### src/rtl/uart_arb_pkg.sv
// ---------------------------------------------------------------------------
// uart_arb_pkg
// Shared types and defaults for the UART transmit arbiter.
//   arb_state_t        : arbiter FSM states
//   DEF_N_REQ          : default number of requesters
//   DEF_TX_SIZE        : default frame width in bits
//   DEF_TIMEOUT_CYCLES : default watchdog limit (used with ARB_TIMEOUT_EN)
//   id_width()         : width of a requester index, never below 1 bit
// ---------------------------------------------------------------------------
package uart_arb_pkg;

    localparam int DEF_N_REQ          = 3;
    localparam int DEF_TX_SIZE        = 16;
    localparam int DEF_TIMEOUT_CYCLES = 255;

    typedef enum logic [1:0] {
        IDLE      = 2'd0,
        LAUNCH    = 2'd1,
        WAIT_BUSY = 2'd2,
        WAIT_DONE = 2'd3
    } arb_state_t;

    function automatic int id_width(input int n);
        return (n > 1) ? $clog2(n) : 1;
    endfunction

endpackage

### src/rtl/uart_tx_arbiter_rr_pick.sv
// ---------------------------------------------------------------------------
// rr_pick
// Combinational round-robin priority encoder. Searches req starting at
// (last + 1) mod N_REQ and returns the first asserted requester.
//   req   : request vector, one bit per requester
//   last  : index of the previously granted requester
//   valid : at least one request is asserted
//   index : winning requester (equals last when valid is low)
// ---------------------------------------------------------------------------
module rr_pick
    import uart_arb_pkg::*;
#(
    parameter int N_REQ = DEF_N_REQ,
    parameter int IDW   = id_width(DEF_N_REQ)
) (
    input  logic [N_REQ-1:0] req,
    input  logic [IDW-1:0]   last,
    output logic             valid,
    output logic [IDW-1:0]   index
);

    // Candidate gi is the requester visited at search step gi. The sum
    // last+1+gi never reaches 2*N_REQ, so one conditional subtract is a
    // full modulo and one spare bit holds the sum.
    logic [IDW:0]   sum  [N_REQ];
    logic [IDW-1:0] cand [N_REQ];
    logic [N_REQ-1:0] hit;

    genvar gi;
    generate
        for (gi = 0; gi < N_REQ; gi++) begin : g_cand
            assign sum[gi]  = {1'b0, last} + (IDW+1)'(gi + 1);
            assign cand[gi] = (sum[gi] >= (IDW+1)'(N_REQ))
                            ? IDW'(sum[gi] - (IDW+1)'(N_REQ))
                            : IDW'(sum[gi]);
            assign hit[gi]  = req[cand[gi]];
        end
    endgenerate

    // Walk from the last step back to step 0 so the earliest step wins.
    always_comb begin
        valid = 1'b0;
        index = last;
        for (int i = N_REQ - 1; i >= 0; i--) begin
            if (hit[i]) begin
                valid = 1'b1;
                index = cand[i];
            end
        end
    end

endmodule

### src/rtl/uart_tx_arbiter.sv
// ---------------------------------------------------------------------------
// uart_tx_arbiter
// Shares one UART transmitter between N_REQ requesters with round-robin
// fairness. A grant latches the winner's frame, pulses its req_ready, then
// launches the transmitter and follows tx_busy through one full frame.
//
// Optional feature macro: ARB_TIMEOUT_EN
//   When defined, a watchdog aborts a launch the transmitter never picks up
//   within TIMEOUT_CYCLES cycles and raises the sticky tx_timeout flag.
//
// Ports
//   CLOCK      in   system clock, rising edge
//   RESET_N    in   asynchronous active-low reset
//   req_valid  in   [N_REQ]          requester i has a frame pending
//   req_data   in   [N_REQ*TX_SIZE]  frame i at [i*TX_SIZE +: TX_SIZE]
//   req_ready  out  [N_REQ]          one-cycle accept pulse to the winner
//   tx_data    out  [TX_SIZE]        frame held for the transmitter
//   tx_start   out                   one-cycle launch pulse
//   tx_busy    in                    transmitter is shifting a frame
//   grant_id   out  [clog2(N_REQ)]   last granted requester
//   arb_busy   out                   high whenever the FSM is not IDLE
//   tx_timeout out                   sticky watchdog flag (ARB_TIMEOUT_EN)
// ---------------------------------------------------------------------------
module uart_tx_arbiter
    import uart_arb_pkg::*;
#(
    parameter int N_REQ          = DEF_N_REQ,
    parameter int TX_SIZE        = DEF_TX_SIZE,
    parameter int TIMEOUT_CYCLES = DEF_TIMEOUT_CYCLES
) (
    input  logic                         CLOCK,
    input  logic                         RESET_N,
    input  logic [N_REQ-1:0]             req_valid,
    input  logic [N_REQ*TX_SIZE-1:0]     req_data,
    output logic [N_REQ-1:0]             req_ready,
    output logic [TX_SIZE-1:0]           tx_data,
    output logic                         tx_start,
    input  logic                         tx_busy,
    output logic [id_width(N_REQ)-1:0]   grant_id,
`ifdef ARB_TIMEOUT_EN
    output logic                         tx_timeout,
`endif
    output logic                         arb_busy
);

    localparam int IDW = id_width(N_REQ);

    arb_state_t           state_reg;
    logic [N_REQ-1:0]     req_ready_reg;
    logic [TX_SIZE-1:0]   tx_data_reg;
    logic                 tx_start_reg;
    logic [IDW-1:0]       grant_reg;
    logic                 arb_busy_reg;

    logic                 pick_valid;
    logic [IDW-1:0]       pick_idx;
    logic [TX_SIZE-1:0]   frame [N_REQ];

`ifdef ARB_TIMEOUT_EN
    localparam int CW = $clog2(TIMEOUT_CYCLES + 1);
    logic [CW-1:0]        wd_cnt_reg;
    logic                 timeout_reg;
`endif

    // Unpack the flat frame bus so the winner's frame is a simple array mux.
    genvar gi;
    generate
        for (gi = 0; gi < N_REQ; gi++) begin : g_frame
            assign frame[gi] = req_data[gi*TX_SIZE +: TX_SIZE];
        end
    endgenerate

    rr_pick #(
        .N_REQ (N_REQ),
        .IDW   (IDW)
    ) u_rr_pick (
        .req   (req_valid),
        .last  (grant_reg),
        .valid (pick_valid),
        .index (pick_idx)
    );

    always_ff @(posedge CLOCK or negedge RESET_N) begin
        if (!RESET_N) begin
            state_reg     <= IDLE;
            req_ready_reg <= '0;
            tx_data_reg   <= '0;
            tx_start_reg  <= 1'b0;
            // Pointing at the last requester makes requester 0 win first.
            grant_reg     <= IDW'(N_REQ - 1);
            arb_busy_reg  <= 1'b0;
`ifdef ARB_TIMEOUT_EN
            wd_cnt_reg    <= '0;
            timeout_reg   <= 1'b0;
`endif
        end else begin
            // Both pulses default low; the states below raise them for
            // exactly one cycle.
            req_ready_reg <= '0;
            tx_start_reg  <= 1'b0;

            case (state_reg)
                IDLE: begin
                    // A transmitter that is already busy (driven by someone
                    // else) blocks any grant.
                    if (!tx_busy && pick_valid) begin
                        tx_data_reg   <= frame[pick_idx];
                        grant_reg     <= pick_idx;
                        req_ready_reg <= N_REQ'(1) << pick_idx;
                        state_reg     <= LAUNCH;
                        arb_busy_reg  <= 1'b1;
                    end
                end

                LAUNCH: begin
                    tx_start_reg <= 1'b1;
                    state_reg    <= WAIT_BUSY;
`ifdef ARB_TIMEOUT_EN
                    wd_cnt_reg   <= '0;
`endif
                end

                WAIT_BUSY: begin
                    if (tx_busy) begin
                        state_reg <= WAIT_DONE;
`ifdef ARB_TIMEOUT_EN
                    end else if (wd_cnt_reg == CW'(TIMEOUT_CYCLES - 1)) begin
                        // Transmitter never took the frame: drop it.
                        timeout_reg  <= 1'b1;
                        state_reg    <= IDLE;
                        arb_busy_reg <= 1'b0;
                    end else begin
                        wd_cnt_reg <= wd_cnt_reg + 1'b1;
`endif
                    end
                end

                WAIT_DONE: begin
                    if (!tx_busy) begin
                        state_reg    <= IDLE;
                        arb_busy_reg <= 1'b0;
                    end
                end

                default: begin
                    state_reg    <= IDLE;
                    arb_busy_reg <= 1'b0;
                end
            endcase
        end
    end

    assign req_ready = req_ready_reg;
    assign tx_data   = tx_data_reg;
    assign tx_start  = tx_start_reg;
    assign grant_id  = grant_reg;
    assign arb_busy  = arb_busy_reg;
`ifdef ARB_TIMEOUT_EN
    assign tx_timeout = timeout_reg;
`endif

endmodule

### config.mk
export PLATFORM = sky130hd
export DESIGN_NAME = uart_tx_arbiter
export DESIGN_NICKNAME = d
export VERILOG_FILES = /design/src/rtl/uart_arb_pkg.sv /design/src/rtl/uart_tx_arbiter_rr_pick.sv /design/src/rtl/uart_tx_arbiter.sv
export SDC_FILE = /design/constraint.sdc
export NUM_CORES = 1
export LEC_CHECK = 0
export BUFFER_PORTS_ARGS = -buffer_cell sky130_fd_sc_hd__buf_2
export CAP_MARGIN = 20
export CORE_AREA = 5 5 66 68
export CTS_BUF_LIST = sky130_fd_sc_hd__clkbuf_4 sky130_fd_sc_hd__clkbuf_8
export DETAILED_ROUTE_END_ITERATION = 10
export DIE_AREA = 0 0 71 73
export PLACE_DENSITY = 0.85
export SLEW_MARGIN = 20
export SYNTH_ARGS = -nofsm -noshare
export SYNTH_HDL_FRONTEND = slang
export SYNTH_SLANG_ARGS = --single-unit
### constraint.sdc
create_clock -name CLOCK -period 7.1 [get_ports CLOCK]
set_input_delay 0.71 -clock CLOCK [delete_from_list [all_inputs] [get_ports CLOCK]]
set_output_delay 0.71 -clock CLOCK [all_outputs]
set_load 0.05 [all_outputs]
==> results.txt <==
* Run status: finished, final reports clean
* Initial core utilization: 0.500
* Gates resized, CTS repair: 0
* Count of vias placed by the detailed router: 1688
- In the final routed layout, each cell accounts on average for 16.2 microns.
- STA classifies the critical path startpoint as a flip-flop.
- Summed over all layers, the routed wires come to 4.83 mm.
* Max FFs per register: 16
- CTS built an H-tree with a depth of 1.
* Yosys reg bits: 25
- At the pin with the least slew margin, the transition time is 1.11 ns.
- Warnings from Yosys: 0
- Final setup viols: 0
- The wire-length estimate of the detail-placed layout is 3.68 mm.
- Counting I/O delays and the setup requirement, the final critical path takes 3.63 ns.
- Highest cell delay on the worst timing path: 0.96 ns
- Total of fill cells in the finished design: around 350
- Capture point of the worst reg-to-reg path: tx_data[13]
- Origin of the critical flop-to-flop path: grant_id[0]
* Footprint of the multi-input gates: 0.00115 sq mm
* Portion of the post-synthesis area used by sequential elements: 0.330
- Port buffering added between 70 and 80 buffers.
* IR Drop Worst-Case VDD: 0.000266 V
* Die span in x: a little over 70 microns
* Number of enable flip-flop cells after synthesis: 0
* Number of maximum-capacitance constraint violations: 0
- Die extent in y: around 73 microns
- TritonCTS clock tree: yes
- The die covers 0.00518 sq mm.
* Leading cell types in the layout, fill and taps excluded: 76 x sky130_fd_sc_hd__buf_2, 32 x sky130_fd_sc_hd__mux2i_1, 24 x sky130_fd_sc_hd__dfrtp_1
- Leaving out fill and tap cells, the most frequent cell in the layout is sky130_fd_sc_hd__buf_2.
- The later pin in the worst-skew pair is clocked with a latency of 0.27 ns.
* Area of the mapped netlist: 0.00190 sq mm
- CTS saw 25 sinks.
* Setup repair after global routing missed its margin: false
- Final worst clock skew: 0.00162 ns
- Register area: 627 sq um
- For this run, the detailed router's first-pass iteration total came to 4.
* Critical path, cell by cell: inv_1 > ha_1 > or2_2 > o22ai_1 > a2bb2oi_2 > and2_0 > o311ai_2
* Final Cycle Share: 0.511
- Starting DRC count in detailed routing: 81
- Measured in cells, the most critical reg-to-reg path has a length of 7.
- Overflow after GRT: 0
* Area delta synth->final: 21.4%
- Required time at the endpoint of the critical path: 7.22 ns
* Clock buffer depth: 2
* Launch point of the worst path: grant_id[0]
- DR vias/cell: 5.66
- Category of the most critical setup path: reg -> reg
- For this run, the total global-route usage over all layers was measured as 0.187.
- Of all flip-flops after synthesis, the portion carrying an async set or reset was 1.00.
- Number of antenna violations at the first check in global routing: 0
* Mean post-synth cell area: 10.5 sq um
- 0 antenna diodes ended up in the layout.
- After routing, the total negative slack on setup checks comes to 0 ns.
- The number of buffers and inverters on the critical path is 1.
- The number of nets in the synthesized netlist is roughly 240.
* Static leakage: about 0.0011 uW
* Hold_ws: 0.419 ns
- Io pins: 77
* Largest net degree at the start of global routing: 41
- CTS root buffer: sky130_fd_sc_hd__clkbuf_8
* Number of buffers inserted during clock tree synthesis: 3
* Number of buffers inserted to repair setup after CTS: 0
- Worst setup EP type: flip-flop
- Number of buffers inserted by hold repair at cts: 0
- The path class of the tightest hold or removal check is in -> async.
- Critical Path Fanout Max: 24
- The count of nets left with antenna violations once routing finished came out at 0.
- Wire length of the first global-routing pass: about 7.9 mm
- For flop-to-flop paths, the worst setup slack is between 3 and 4 ns.
* Residual DRC count: 0
* Final count of pins violating max slew: 0
- Count of nets after finishing: 310
- Max_slew headroom: 0.260
- Via count of the first global-routing pass: 1796
- After clock tree synthesis, the clock-pin slew on the worst setup and hold paths is about 0.09 ns.
* Maximum operating frequency: 276 MHz
- Kind of cell with the highest combined delay on the critical path: simple AND/OR/NAND/NOR gates
- Core Region: 0.00380 sq mm
* CP arrival: 3.74 ns
* Most instantiated flip-flop cell in the synthesis netlist: sky130_fd_sc_hd__dfrtp_1
- Std cell rows: 23
- Library cell contributing the largest single delay on the critical path: sky130_fd_sc_hd__and2_0
- Yosys mapped the design onto 40 distinct sky130hd cell types.
- Power spread over the standard cell area amounts to 550 mW/mm^2.
- Post-synthesis instance total: about 180
- Fraction of final layout cells sized beyond drive strength 1: 0.399
- Routability congestion estimate: 0.964
- Count of final hold-check violations: 0
==> stage by stage <==
stage	area, sq um	utilization	cells	setup slack, ns	power (uW)
after floorplan	1900	-	181	4.41	1040
after global placement	2260	0.594	294	3.58	1170
after detailed placement	2260	0.594	294	3.50	1190
after CTS	2300	0.607	298	3.48	1270
after global routing	2300	0.607	298	3.23	1350
final	2300	0.607	298	3.47	1270
==> layer usage <==
layer,up-vias,share of wire,track usage
li1,836,-,-
met1,785,0.45,0.234
met2,61,0.48,0.325
met3,6,0.060,0.0441
met4,0,0.010,0.0459
met5,-,0,0
==> synth_stat cells (3+ instances only) <==
master | n | share of area
sky130_fd_sc_hd__nor2_1 | 7 | 0.014
sky130_fd_sc_hd__nand2_1 | 3 | 0.0059
sky130_fd_sc_hd__nor2b_1 | 5 | 0.016
sky130_fd_sc_hd__dfrtp_1 | 24 | 0.32
sky130_fd_sc_hd__nand4_1 | 16 | 0.053
sky130_fd_sc_hd__mux2i_1 | 32 | 0.17
sky130_fd_sc_hd__inv_1 | 8 | 0.016
sky130_fd_sc_hd__a21oi_1 | 5 | 0.013
sky130_fd_sc_hd__buf_6 | 4 | 0.024
sky130_fd_sc_hd__o311ai_1 | 6 | 0.028
sky130_fd_sc_hd__and3_1 | 18 | 0.059
sky130_fd_sc_hd__o311ai_2 | 10 | 0.086
sky130_fd_sc_hd__ha_1 | 7 | 0.046
sky130_fd_sc_hd__clkbuf_1 | 6 | 0.012
==> how the worst max path moves through the flow <==
| stage | slack (ns) | to | depth (start not counted) |
|---|---|---|---|
| 2_1_floorplan | 4.41 | tx_data[0] | 8 |
| 3_3_place_gp | 3.58 | tx_data[5] | 7 |
| 3_5_place_dp | 3.50 | tx_data[13] | 7 |
| 4_1_cts | 3.48 | tx_data[13] | 7 |
| 5_1_grt | 3.23 | tx_data[6] | 7 |
| 6_report | 3.47 | tx_data[13] | 7 |
==> kinds of logic after synthesis <==
logic type	after synthesis	share of synthesized area
buf+inv	22	0.0646
simple gates	58	0.181
flops	25	0.330
fa+ha+maj	7	0.0461
compound gates	36	0.204
mux	33	0.175
==> power breakdown <==
part           switching [uW]  leakage (uW)  internal, uW  total, uW
registers                43.7      0.000312           212        256
logic                     629      0.000794           294        923
clock network            49.0     0.0000217          39.9       88.9
total                     722       0.00113           546       1270
==> area by class of cell <==
type / count / share of cell area
inverters: 8 / 0.0130
flip-flops and latches: 25 / 0.272
well taps: 50 / 0.0271
clock inverters: 1 / 0.00326
multi-input cells: 134 / 0.498
repair buffers: 77 / 0.168
clock buffers: 3 / 0.0179
==> worst reg2reg max path, cell delays in order (launching register included) <==
cell,delay (ns)
sky130_fd_sc_hd__dfrtp_1,0.52
sky130_fd_sc_hd__inv_1,0.13
sky130_fd_sc_hd__ha_1,0.70
sky130_fd_sc_hd__or2_2,0.22
sky130_fd_sc_hd__o22ai_1,0.07
sky130_fd_sc_hd__a2bb2oi_2,0.63
sky130_fd_sc_hd__and2_0,0.96
sky130_fd_sc_hd__o311ai_2,0.23
Power figures use the tool's default switching activity.
